File: src/rtl/rv32_hart_pc_sched_pkg.sv
// Shared types and defaults for the pito barrel scheduler: hart count, hart id and PC types.
package rv32_hart_pc_sched_pkg;

    localparam int unsigned PITO_NUM_HARTS = 8;
    localparam int unsigned PITO_HART_ID_W = $clog2(PITO_NUM_HARTS);
    localparam int unsigned RV32_PC_W      = 32;

    typedef logic [PITO_HART_ID_W-1:0] hart_id_t;
    typedef logic [RV32_PC_W-1:0]      rv32_pc_cnt_t;

    localparam rv32_pc_cnt_t PITO_RESET_PC = '0;

endpackage

File: src/rtl/rv32_hart_pc_sched_arb.sv
// Rotating-priority arbiter: grants the first requester strictly after ptr_i, wrapping.
module rv32_rr_arbiter #(
    parameter  int unsigned N     = 8,
    localparam int unsigned IDX_W = $clog2(N)
) (
    input  logic [N-1:0]     req_i,
    input  logic [IDX_W-1:0] ptr_i,
    output logic [N-1:0]     gnt_o,
    output logic [IDX_W-1:0] idx_o,
    output logic             any_o
);

    logic [IDX_W-1:0] cand;

    // N is a power of two, so index arithmetic wraps for free; k == N revisits ptr_i last.
    always_comb begin
        gnt_o = '0;
        idx_o = '0;
        any_o = 1'b0;
        cand  = '0;
        for (int k = 1; k <= int'(N); k++) begin
            cand = ptr_i + IDX_W'(k);
            if (!any_o && req_i[cand]) begin
                any_o       = 1'b1;
                idx_o       = cand;
                gnt_o[cand] = 1'b1;
            end
        end
    end

endmodule

File: src/rtl/rv32_hart_pc_sched.sv
// Per-hart PC owner and barrel issue scheduler: one fetch grant per cycle, one
// instruction in flight per hart, PC retired from the next-PC stage resolve.
module rv32_hart_pc_sched
    import rv32_hart_pc_sched_pkg::*;
#(
    parameter  int unsigned     NUM_HARTS = PITO_NUM_HARTS,
    parameter  int unsigned     PC_W      = RV32_PC_W,
    parameter  logic [PC_W-1:0] RESET_PC  = PC_W'(PITO_RESET_PC),
    localparam int unsigned     HID_W     = $clog2(NUM_HARTS)
) (
    input  logic                 clk,
    input  logic                 rst_n,
    input  logic                 run_i,
    input  logic                 stall_i,
    input  logic [NUM_HARTS-1:0] hart_en_i,
    input  logic                 res_valid_i,
    input  logic [HID_W-1:0]     res_hart_id_i,
    input  logic                 res_new_pc_i,
    input  logic [PC_W-1:0]      res_pc_i,
    output logic                 fetch_valid_o,
    output logic [HID_W-1:0]     fetch_hart_id_o,
    output logic [PC_W-1:0]      fetch_pc_o,
    output logic [NUM_HARTS-1:0] hart_busy_o,
    output logic                 err_spur_o,
    output logic                 err_misalign_o
);

    logic [PC_W-1:0]      pc_q [NUM_HARTS];
    logic [PC_W-1:0]      pc_d [NUM_HARTS];
    logic [NUM_HARTS-1:0] in_flight_q, in_flight_d;
    logic [HID_W-1:0]     ptr_q, ptr_d;
    logic                 fetch_valid_q, fetch_valid_d;
    logic [HID_W-1:0]     fetch_id_q, fetch_id_d;
    logic [PC_W-1:0]      fetch_pc_q, fetch_pc_d;
    logic                 err_spur_q, err_spur_d;
    logic                 err_mis_q, err_mis_d;

    logic [NUM_HARTS-1:0] eligible;
    logic [NUM_HARTS-1:0] arb_gnt;
    logic [HID_W-1:0]     arb_idx;
    logic                 arb_any;
    logic                 grant;
    logic                 res_hit;
    logic [PC_W-1:0]      res_target;

    // Eligibility uses only registered flags, so a hart resolved this cycle waits one more.
    assign eligible   = hart_en_i & ~in_flight_q;
    assign grant      = run_i & ~stall_i & arb_any;
    assign res_hit    = res_valid_i & in_flight_q[res_hart_id_i];
    assign res_target = {res_pc_i[PC_W-1:2], 2'b00};

    rv32_rr_arbiter #(
        .N (NUM_HARTS)
    ) u_arb (
        .req_i (eligible),
        .ptr_i (ptr_q),
        .gnt_o (arb_gnt),
        .idx_o (arb_idx),
        .any_o (arb_any)
    );

    always_comb begin
        pc_d          = pc_q;
        in_flight_d   = in_flight_q;
        ptr_d         = ptr_q;
        fetch_valid_d = 1'b0;
        fetch_id_d    = fetch_id_q;
        fetch_pc_d    = fetch_pc_q;
        err_spur_d    = err_spur_q;
        err_mis_d     = err_mis_q;

        if (res_valid_i) begin
            if (res_hit) begin
                pc_d[res_hart_id_i]        = res_new_pc_i ? res_target
                                                          : pc_q[res_hart_id_i] + PC_W'(4);
                in_flight_d[res_hart_id_i] = 1'b0;
                if (res_new_pc_i && (res_pc_i[1:0] != 2'b00)) begin
                    err_mis_d = 1'b1;
                end
            end else begin
                err_spur_d = 1'b1;
            end
        end

        // The granted hart was idle, so it can never be the one being resolved.
        if (grant) begin
            fetch_valid_d = 1'b1;
            fetch_id_d    = arb_idx;
            fetch_pc_d    = pc_q[arb_idx];
            in_flight_d   = in_flight_d | arb_gnt;
            ptr_d         = arb_idx;
        end
    end

    always_ff @(posedge clk or negedge rst_n) begin
        if (!rst_n) begin
            for (int i = 0; i < int'(NUM_HARTS); i++) begin
                pc_q[i] <= RESET_PC;
            end
            in_flight_q   <= '0;
            ptr_q         <= HID_W'(NUM_HARTS - 1);
            fetch_valid_q <= 1'b0;
            fetch_id_q    <= '0;
            fetch_pc_q    <= '0;
            err_spur_q    <= 1'b0;
            err_mis_q     <= 1'b0;
        end else begin
            pc_q          <= pc_d;
            in_flight_q   <= in_flight_d;
            ptr_q         <= ptr_d;
            fetch_valid_q <= fetch_valid_d;
            fetch_id_q    <= fetch_id_d;
            fetch_pc_q    <= fetch_pc_d;
            err_spur_q    <= err_spur_d;
            err_mis_q     <= err_mis_d;
        end
    end

    assign fetch_valid_o   = fetch_valid_q;
    assign fetch_hart_id_o = fetch_id_q;
    assign fetch_pc_o      = fetch_pc_q;
    assign hart_busy_o     = in_flight_q;
    assign err_spur_o      = err_spur_q;
    assign err_misalign_o  = err_mis_q;

endmodule

File: config.mk
export PLATFORM = sky130hd
export DESIGN_NAME = rv32_hart_pc_sched
export DESIGN_NICKNAME = d
export VERILOG_FILES = /design/src/rtl/rv32_hart_pc_sched_pkg.sv /design/src/rtl/rv32_hart_pc_sched_arb.sv /design/src/rtl/rv32_hart_pc_sched.sv
export SDC_FILE = /design/constraint.sdc
export NUM_CORES = 1
export LEC_CHECK = 0
export BUFFER_PORTS_ARGS = -buffer_cell sky130_fd_sc_hd__buf_2
export CAP_MARGIN = 20
export CORE_ASPECT_RATIO = 0.5
export CORE_MARGIN = 5
export CORE_UTILIZATION = 45
export DETAILED_ROUTE_END_ITERATION = 6
export MAX_ROUTING_LAYER = met4
export SYNTH_ARGS = -nofsm -noshare
export SYNTH_HDL_FRONTEND = slang
export SYNTH_SLANG_ARGS = --single-unit
File: constraint.sdc
create_clock -name clk -period 7.6 [get_ports clk]
set_input_delay 0.76 -clock clk [delete_from_list [all_inputs] [get_ports clk]]
set_output_delay 0.76 -clock clk [all_outputs]
set_load 0.005 [all_outputs]
==> metrics.txt <==
Reg-to-Reg Start=ptr_q[0]$_DFFE_PN1P_; Async SR Flop Fraction=100.0%; Area Overhead vs Synth=9.229%; core area=43510 sq um; CP required=8.06 ns; Root Driver=clkbuf_16; Row Count=54; initial antenna violation count=0; Initial Util=between 40% and 50%; status=finished with violations; Setup Crit Path Kind=reg2reg; CTS resizes=0; total congestion overflow=0; Crit. End Element=flip-flop; Rel. slew slack=between 20% and 30%; Max Root-Sink Buffers=3; Starting DRT DRC Count=roughly 1800; # clock sinks=305; CP Max Fanout=43; Worst-Skew Late Latency=0.59 ns; Yosys reg bits=305; Hold-fix buffers, CTS=0; synth unique cells=89; total wire length=64360 microns; routed wire length per instance=24.06 microns; Fillers=between 4000 and 5000; Area contributors post-synth=dfrtp_1 (38%), mux2i_1 (14%), nand2_1 (7.7%), o21ai_0 (5.3%), mux4_2 (4.6%); post-route ant nets=0; highest routed layer=met4; slowest cell delay on critical path=0.84 ns; Worst EP arrival=just over 6 ns; H-tree levels=1; setup TNS=0 ns; unrepaired setup endpoints after global routing=no; setup bufs post-CTS=0; most common cell in the netlist=nand2_1; DRT Pass-1 Iters=7; # IOs=95; critical-path cell list=inv_2 -> ha_1 -> clkinv_1 -> mux4_2 -> nand4_4 -> nor2_2 -> or2_4 -> buf_12 -> mux2_2 -> a211o_1 -> o311ai_0 -> nand2_1; Levels on crit path=12; met3 routed WL=4547 microns; buffers and inverters on the worst path=3; Synth top area share=38.23%; Crit path max-delay family=simple AND/OR/NAND/NOR gates; Slew @ Worst Pin=roughly 1.2 ns; Hold WC Path Type=in2async; worst flop-to-flop path endpoint=fetch_pc_o[4]$_DFFE_PN0P_; final hold viol count=0; diode count=0; flip-flop and latch area=7640 sq um; die height=158.2 microns; largest net degree at the start of global routing=around 160; Slowest-stage cell, CP=ha_1; min Tclk post-route=5.757 ns; global-route wire length before repair=a little under 100000 microns; layout cells sized above 1=16.91%; Setup Viol. Count Final=0; DR vias=between 15000 and 20000; vias in the first global route=15750; CP Launch Type=flip-flop; CTS tree=built; NumNets Final=2119; Multi-input gate area=11290 sq um; Slew Limit Fails=0; Mapped Cells=a little over 2000; number of synthesized flops with an enable pin=0; worst reg2reg setup slack=1.84 ns; GPL Wtd Cong=between 0.8 and 0.9; cts bufs inserted=31; Fmax=173.7 MHz; area leader, netlist=dfrtp_1; commonest cells in the netlist=nand2_1 (408), dfrtp_1 (302), mux2i_1 (275); Met2 Wirelength=29050 microns; Register-to-Register Path Depth=12; failing checks=DRC; DRC viols=5; M1 WL=approximately 29000 microns; Top FF cell, synth=dfrtp_1; Final HPWL DP=approximately 39000 microns; syn_area_per_cell=9.573 sq um; clk slew on worst S/H paths=roughly 0.070 ns; Max Cap Viol=0; Max Clock Skew=0.01255 ns; mapped cell area=approximately 20000 sq um; Die X=a little over 300 microns; Yosys Warn Count=0; Tcrit/Tclk final=75.76%; Vias per Instance=6.182; GRT Overall Usage=between 20% and 30%; Die Area=between 40000 and 50000 sq um; port bufs=94; syn_nets=approximately 2100; sequential area share after synthesis=38.63%
## how the worst max path moves through the flow
stage                               from                          to  slack (ns)
finish              ptr_q[0]$_DFFE_PN1P_   fetch_pc_o[4]$_DFFE_PN0P_        1.84
global route        ptr_q[0]$_DFFE_PN1P_  fetch_pc_o[15]$_DFFE_PN0P_        1.52
CTS                 ptr_q[0]$_DFFE_PN1P_   fetch_pc_o[4]$_DFFE_PN0P_        1.87
detailed placement  ptr_q[0]$_DFFE_PN1P_   fetch_pc_o[4]$_DFFE_PN0P_        1.90
global placement    ptr_q[0]$_DFFE_PN1P_   fetch_pc_o[8]$_DFFE_PN0P_        2.01
floorplan           ptr_q[0]$_DFFE_PN1P_  fetch_pc_o[10]$_DFFE_PN0P_        3.25
## state kept, by name, indices dropped and copies added, names as in the netlist
signal,flops
pc_q,256
fetch_pc_o,32
hart_busy_o,8
fetch_hart_id_o,3
ptr_q,3
err_misalign_o,1
err_spur_o,1
fetch_valid_o,1
## cell type report
| class | count | share of cell area [%] |
|---|---|---|
| clock inverter | 16 | 0.9735 |
| multi-input combinational | 1588 | 52.28 |
| sequential | 305 | 35.38 |
| tap | 588 | 3.407 |
| clock buffer | 41 | 4.045 |
| inverter | 11 | 0.1912 |
| timing repair buffer | 126 | 3.720 |
## metal layers
layer / vias up / global-route usage [%]
met5: - / -
li1: 7549 / -
met1: 8248 / 37.79
met4: 0 / 6.305
met3: 106 / 3.436
met2: 633 / 42.15
## through the flow
stage	hold slack [ns]	setup slack, ns	util (%)	cells	cell area (sq um)
floorplan	0.4510	3.248	-	2065	19770
global placement	0.4384	2.015	47.07	2616	20480
finish	0.2074	1.843	49.62	2675	21590
global route	0.2797	1.516	49.62	2675	21590
CTS	0.2329	1.870	49.56	2673	21560
detailed placement	0.4438	1.899	47.07	2616	20480
## cells in the final DEF (no fill, tap or decap), drive strengths merged, types with 11 or more instances in the layout
master  Yosys  routed
a21oi      70      70
clkinv      2      11
nand3      19      19
a211o      27      27
dfrtp     302     302
nand2     408     408
xnor2      14      14
o311ai     28      28
xor2       18      18
o22ai      13      13
mux2i     276     276
mux4       42      42
o21ai     234     234
nand3b     18      18
clkbuf     87      42
nor3       14      14
nor2      112     112
a222oi     27      27
nand2b     15      15
buf        74     125
mux2       89      89
a221oi     20      20
## kinds of logic after synthesis
kind of cell	synth area share [%]
flip-flops	38.63
multiplexers	23.95
adder cells (fa/ha/maj)	0.4430
buffers and inverters	4.671
AND/OR/NAND/NOR	14.27
AO/OA/AOI/OAI	16.62
XOR/XNOR	1.418
Power is not shown: default switching activity piles up to over one toggle a cycle in this logic, so the estimate is an artifact.
